**src/rtl/delay_line_pkg.sv**
```systemverilog
// Shared helpers for the run-time programmable delay line.
package delay_line_pkg;

  function automatic int sel_width(input int max_delay);
    return $clog2(max_delay + 1);
  endfunction

endpackage

// One pipeline slot: a payload word plus its valid tag.
`define DELAY_LINE_STAGE_T(W) typedef struct packed { logic valid; logic [(W)-1:0] data; } stage_t;

```
**src/rtl/delay_stage.sv**
```systemverilog
// Single delay-line slot: the word advances on enable, and its valid flag can be cleared on its own.
module delay_stage #(
  parameter int DATA_WIDTH = 8
) (
  input  logic                  clk_i,
  input  logic                  arst_i,
  input  logic                  en_i,
  input  logic                  clr_i,
  input  logic                  valid_d,
  input  logic [DATA_WIDTH-1:0] data_d,
  output logic                  valid_q,
  output logic [DATA_WIDTH-1:0] data_q
);

  always_ff @(posedge clk_i or posedge arst_i) begin
    if (arst_i) begin
      valid_q <= 1'b0;
      data_q  <= '0;
    end else begin
      // NOTE: a clear drops only the valid flag; the data still shifts when enabled.
      if (en_i) data_q <= data_d;
      if (clr_i)     valid_q <= 1'b0;
      else if (en_i) valid_q <= valid_d;
    end
  end

endmodule

```
**src/rtl/delay_line_var.sv**
```systemverilog
// Stallable delay line with a run-time delay select of 0..MAX_DELAY cycles and a valid tag per word.
module delay_line_var
  import delay_line_pkg::*;
#(
  parameter  int DATA_WIDTH = 8,
  parameter  int MAX_DELAY  = 4,
  localparam int SEL_WIDTH  = sel_width(MAX_DELAY)
) (
  input  logic                  clk_i,
  input  logic                  arst_i,
  input  logic                  en_i,
  input  logic                  flush_i,
  input  logic [SEL_WIDTH-1:0]  delay_sel_i,
  input  logic                  valid_i,
  input  logic [DATA_WIDTH-1:0] data_i,
  output logic                  valid_o,
  output logic [DATA_WIDTH-1:0] data_o,
  output logic [SEL_WIDTH-1:0]  delay_o,
  output logic                  sel_chg_o
);

  `DELAY_LINE_STAGE_T(DATA_WIDTH)

  localparam logic [SEL_WIDTH-1:0] MAX_SEL = SEL_WIDTH'(MAX_DELAY);

  logic [SEL_WIDTH-1:0]  sel_clamped;
  logic [SEL_WIDTH-1:0]  delay_ff;
  logic                  sel_change;
  logic                  clear;
  logic                  sel_chg_ff;
  logic                  v_chain [MAX_DELAY+1];
  logic [DATA_WIDTH-1:0] d_chain [MAX_DELAY+1];
  stage_t                tap;

  assign sel_clamped = (delay_sel_i > MAX_SEL) ? MAX_SEL : delay_sel_i;
  assign sel_change  = (sel_clamped != delay_ff);
  // A delay change invalidates every in-flight word so nothing leaves with the wrong alignment.
  assign clear       = flush_i | sel_change;

  always_ff @(posedge clk_i or posedge arst_i) begin
    if (arst_i) begin
      delay_ff   <= MAX_SEL;
      sel_chg_ff <= 1'b0;
    end else begin
      delay_ff   <= sel_clamped;
      sel_chg_ff <= sel_change;
    end
  end

  assign v_chain[0] = valid_i;
  assign d_chain[0] = data_i;

  for (genvar k = 0; k < MAX_DELAY; k++) begin : g_stage
    delay_stage #(
      .DATA_WIDTH(DATA_WIDTH)
    ) u_stage (
      .clk_i  (clk_i),
      .arst_i (arst_i),
      .en_i   (en_i),
      .clr_i  (clear),
      .valid_d(v_chain[k]),
      .data_d (d_chain[k]),
      .valid_q(v_chain[k+1]),
      .data_q (d_chain[k+1])
    );
  end

  always_comb begin
    // NOTE: default first so the tap mux stays purely combinational.
    tap = '0;
    for (int k = 1; k <= MAX_DELAY; k++) begin
      if (delay_ff == SEL_WIDTH'(k)) tap = '{valid: v_chain[k], data: d_chain[k]};
    end
    if (delay_ff == '0) tap = '{valid: valid_i & en_i, data: data_i};
  end

  assign valid_o   = tap.valid;
  assign data_o    = tap.data;
  assign delay_o   = delay_ff;
  assign sel_chg_o = sel_chg_ff;

endmodule

```
**config.mk**
```make
export PLATFORM = sky130hd
export DESIGN_NAME = delay_line_var
export DESIGN_NICKNAME = d
export VERILOG_FILES = /design/src/rtl/delay_line_pkg.sv /design/src/rtl/delay_stage.sv /design/src/rtl/delay_line_var.sv
export SDC_FILE = /design/constraint.sdc
export NUM_CORES = 1
export LEC_CHECK = 0
export BUFFER_PORTS_ARGS = -buffer_cell sky130_fd_sc_hd__buf_2
export CAP_MARGIN = 10
export CORE_ASPECT_RATIO = 1.4
export CORE_MARGIN = 5
export CORE_UTILIZATION = 50
export DETAILED_ROUTE_END_ITERATION = 8
export HOLD_SLACK_MARGIN = 0.15
export MAX_ROUTING_LAYER = met4
export PLACE_DENSITY = 0.7
export SLEW_MARGIN = 20
export SYNTH_ARGS = -nofsm -noshare
export SYNTH_HDL_FRONTEND = slang
export SYNTH_SLANG_ARGS = --single-unit
```
**constraint.sdc**
```tcl
create_clock -name clk_i -period 1.31 [get_ports clk_i]
set_input_delay 0.131 -clock clk_i [delete_from_list [all_inputs] [get_ports clk_i]]
set_output_delay 0.131 -clock clk_i [all_outputs]
set_load 0.005 [all_outputs]
```
== After elaboration in Yosys (flattened, before gate mapping) ==
Index checks and enable logic that the tools add are counted.

* Flip-flop bits (word level): 40
* Input bits: 16
* Logic and storage cells: 34

* $lt $le $gt $ge: 1
* Eq/ne operators: 5
* Mux-type cells: 14
* Bitwise operators: 2
* Reduce and logical (&&, ||, !) cells: 2

{| class="wikitable"
|+ Operators with widths
! cell !! number
|-
| $mux 9 || 5
|-
| $mux 1 || 8
|-
| $eq 3x2->1 const B || 2
|-
| $eq 3x1->1 const B || 1
|-
| $eq 3x3->1 const B || 1
|-
| $gt 3x3->1 const B || 1
|-
| $logic_not 3->1 || 1
|-
| $mux 3 || 1
|-
| $ne 3x3->1 || 1
|-
| $reduce_bool 2->1 || 1
|-
| $and 1x1->1 || 1
|-
| $or 1x1->1 || 1
|}

== Depth between registers and ports, before layout ==
* Depth in word-level cells: 6
* Gate-level depth with buffers: 5
* Gate-level depth less buffers: 3

== Modules after synthesis ==
Synthesis repeated with hierarchy kept, for this count alone.

* Cell total of the unflattened synthesis: 145
* Area, all modules: 2068.2 um2

{| class="wikitable"
|+ By module, submodules not included
! module !! times used !! cells an instance !! area an instance (um2)
|-
| delay_stage || 4 || 21 || 374.1
|-
| delay_line_var || 1 || 61 || 571.8
|}

== Worst setup path after synthesis ==
Ideal clock, no wire load.

* Path kind: flip-flop to output port
* From: reg delay_ff[2], in the netlist delay_o[2]
* To: out data_o[2]
* Data arrival time: 1289 ps
* Required time: 1179 ps
* Setup slack: -110 ps
* Cell stages (with the launch flop): 6
* Buffers on the path: 2
* Cells stage by stage: dfstp_2 -> buf_4 -> buf_6 -> mux2i_1 -> nor2_1 -> a221o_1

* Longest elaborated chain between the ends: 6

{| class="wikitable"
|+ RTL lines
! element !! RTL line !! text
|-
| start: declaration || delay_line_var.sv:27 || <nowiki>logic [SEL_WIDTH-1:0] delay_ff;</nowiki>
|-
| start signal: assignment || delay_line_var.sv:45 || <nowiki>delay_ff <= sel_clamped;</nowiki>
|-
| $eq 3x1->1 || delay_line_var.sv:72 || <nowiki>if (delay_ff == SEL_WIDTH'(k)) tap = '{valid: v_chain[k], data: d_chain[k]};</nowiki>
|-
| $mux 9 (4 in series) || delay_line_var.sv:72 ||
|-
| $mux 9 (*) || delay_line_var.sv:74 || <nowiki>if (delay_ff == '0) tap = '{valid: valid_i & en_i, data: data_i};</nowiki>
|-
| end: declaration || delay_line_var.sv:17 || <nowiki>output logic [DATA_WIDTH-1:0] data_o,</nowiki>
|}

Mark *: on every way between the ends. The rest lies on a longest branch, timed or not.

== Final worst setup path ==
* From: reg delay_ff[2], in the netlist delay_o[2]
* To: out data_o[0]

Same word-level chain as after synthesis.

==> impl_metrics.csv <==
group,metric,value,unit
outcome,status,"finished, violations left",
outcome,violations,"setup timing",
min_path,hold_path_startpoint,"flush_i",
timing,hold_violations,0,
global_route,grt_usage,17.0,%
route,routed_wirelength,4.27,mm
critical_path,r2r_cells,4,
cells_and_area,fin_area,0.00255,mm2
clock_network,cts_sinks,40,
logic_synthesis,synth-edff-count,0,
route,dr.pass1.iters,4,
place,dpl_cell_area,0.00225,mm2
place,hpwl,2.97,mm
die,start_util,50.6,%
logic_synthesis,syn_inst,147,
timing,worstMarginPinSlew,0.348,ns
place,portBuffers,28,
die,rows,27,
critical_path,crit_required,1.18,ns
min_path,hold_end,"g_stage[2].u_stage.valid_q$_DFFE_PP0P_",
route,drt-initial-drc-count,43,
logic_synthesis,async_flop_share,100,%
timing,rsz0062_at_grt,"true",
logic_synthesis,synth-seq-area-share,51.0,%
power,vdd_drop_max,0.000958,V
critical_path,critPathArrivalTime,1.65,ns
clock_network,clk_latency,0.28,ns
clock_network,cts-buffers-inserted,5,
die,die_h,84.2,um
timing,slew_headroom,76.7,%
min_path,min_path_type,"in -> reg",
timing,finalSetupViolCount,13,
timing,timing.fmax,0.560,GHz
global_route,grt_overflow,0,
clock_network,clock_path_buffers,2,
critical_path,reg2reg_from,"delay_o[2]$_DFF_PP1_",
power,leakage,1.17,nW
global_route,grt_pass1_wl,6.95,mm
cells_and_area,layout_common_cells,"dfrtp_1 (39), mux2_2 (33), buf_2 (28)",
timing,fin_crit,1.78,ns
route,viasPerCell,5.52,
flow_run,drv_cap,0,
global_route,grt_pass1_vias,1543,
logic_synthesis,ys_ff_latch,40,
critical_path,path_max_fanout,8,
place,pre_cts_slack,-0.175,ns
cells_and_area,drive_above_1_share,52.5,%
die,coreArea,0.00388,mm2
critical_path,end_kind,"primary output",
critical_path,path_class,"reg -> out",
timing,period_share,136,%
clock_network,htree_levels,2,
clock_network,clk_pin_slew,0.07,ns
logic_synthesis,synth_cell_types,31,
logic_synthesis,syn_area,0.00197,mm2
cells_and_area,final_common_cell,"dfrtp_1",
logic_synthesis,yosys_warnings,0,
min_path,hold-path-cell-count,3,
cells_and_area,syn2layout_area_growth,29.8,%
power,p_per_area,1230,mW/mm2
die,die_area,0.00531,mm2
global_route,antenna_found_initial,0,
critical_path,worst_setup_path_start_kind,"flip-flop",
cells_and_area,antenna_cells,0,
route,ant_nets,0,
critical_path,regToRegSetupSlack,-0.09,ns
global_route,grt_start_max_net_pins,41,
timing,finalMaxSlewViolations,0,
place,place.gp.congestion,0.742,
timing,final.setup_skew,0.00492,ns
logic_synthesis,synth_flop_cell,"dfrtp_1",
logic_synthesis,syn-num-nets,163,
route,wl_per_cell,17.4,um
critical_path,rr_endpoint,"g_stage[3].u_stage.valid_q$_DFFE_PP0P_",
timing,setup_ws,-0.474,ns
clock_network,cts_tree,"yes",
timing,hold_ws,0.157,ns
cells_and_area,nNetsFinal,217,
clock_network,cts_root_buf,"clkbuf_8",
die,fp.dieW,63.0,um
route,vias,1353,
die,io_pins,29,
logic_synthesis,syn_area_per_cell,13.4,um2
route,drc,0,
==> cells in the mapped netlist (all sizes together) (2+ instances only) <==
| master | number | area share (%) |
|---|---|---|
| o21ai | 2 | 0.70 |
| dfrtp | 39 | 50 |
| mux2i | 13 | 6.6 |
| inv | 2 | 0.38 |
| mux2 | 40 | 24 |
| nor2 | 7 | 1.3 |
| a221o | 6 | 3.1 |
| a21oi | 3 | 0.76 |
| nor2b | 4 | 1.3 |
| buf | 10 | 3.6 |
| nor4 | 4 | 1.3 |
| nand2b | 2 | 0.64 |
==> critical path, stage by stage (launching register included) <==
cell and delay, ns:
dfstp_2 0.59, buf_4 0.18, mux2i_1 0.18, nor2_1 0.05, a221o_1 0.24, buf_2 0.12
==> layout make-up <==
| type | count | area [um2] |
|---|---|---|
| timing repair buffer | 58 | 440 |
| fill | 299 | 1330 |
| tap | 43 | 53.8 |
| sequential | 40 | 1000 |
| clock buffer | 6 | 72.6 |
| clock inverter | 2 | 35.0 |
| multi-input combinational | 94 | 941 |
| inverter | 2 | 7.51 |
==> report_power, final <==
part	switching (mW)	internal [mW]	total, mW
logic	0.252	0.393	0.645
clock network	0.392	0.565	0.957
registers	0.122	1.42	1.54
==> routing by layer <==
metal  track usage (%)  vias up  part of all wire, %
met5                 -        -                    0
met2              30.1       30                   57
met3              4.02        8                  3.7
li1                  -      640                    -
met1              18.1      675                   38
met4              6.18        0                  1.8
==> metrics by stage <==
step | utilization [%] | power [mW] | setup TNS [ns] | instances
finish | 65.7 | 3.14 | -4.04 | 245
global route | 65.7 | 3.31 | -4.98 | 245
CTS | 64.0 | 3.15 | -4.26 | 244
detailed placement | 57.9 | 2.15 | -1.91 | 224
global placement | 57.9 | 2.11 | -1.48 | 224
floorplan | - | 1.93 | -0.367 | 147
==> state kept, by name, summed over array words and instances, names as in the netlist <==
signal / count
delay_o: 3
g_stage.u_stage.data_q: 32
g_stage.u_stage.valid_q: 4
sel_chg_o: 1
==> kinds of logic (layout without fill, tap and decap cells) <==
logic type | Yosys count | in the layout | share of synthesized area (%)
mux | 53 | 53 | 30.5
simple gates | 24 | 24 | 7.44
buf+inv | 13 | 68 | 4.20
flops | 40 | 40 | 51.0
compound gates | 16 | 16 | 6.49
xor+xnor | 1 | 1 | 0.445
==> worst max-delay path by stage <==
stage,startpoint,end,slack (ns),cells after the start
3_5_place_dp,delay_o[2]$_DFF_PP1_,g_stage[0].u_stage.valid_q$_DFFE_PP0P_,-0.17,4
3_3_place_gp,delay_o[2]$_DFF_PP1_,data_o[0],-0.16,5
4_1_cts,delay_o[2]$_DFF_PP1_,data_o[0],-0.49,5
2_1_floorplan,delay_o[2]$_DFF_PP1_,data_o[2],-0.09,5
5_1_grt,delay_o[2]$_DFF_PP1_,data_o[4],-0.54,5
6_report,delay_o[2]$_DFF_PP1_,data_o[0],-0.47,5
==> what timing repair did <==
action	in CTS	in global routing
pin swaps	5	0
hold endpoints to repair	51	0
hold buffers	12	0
resized for setup	2	12
setup endpoints to repair	14	14
buffers inserted	0	1
Note: power is estimated with default switching activity, not from simulation.
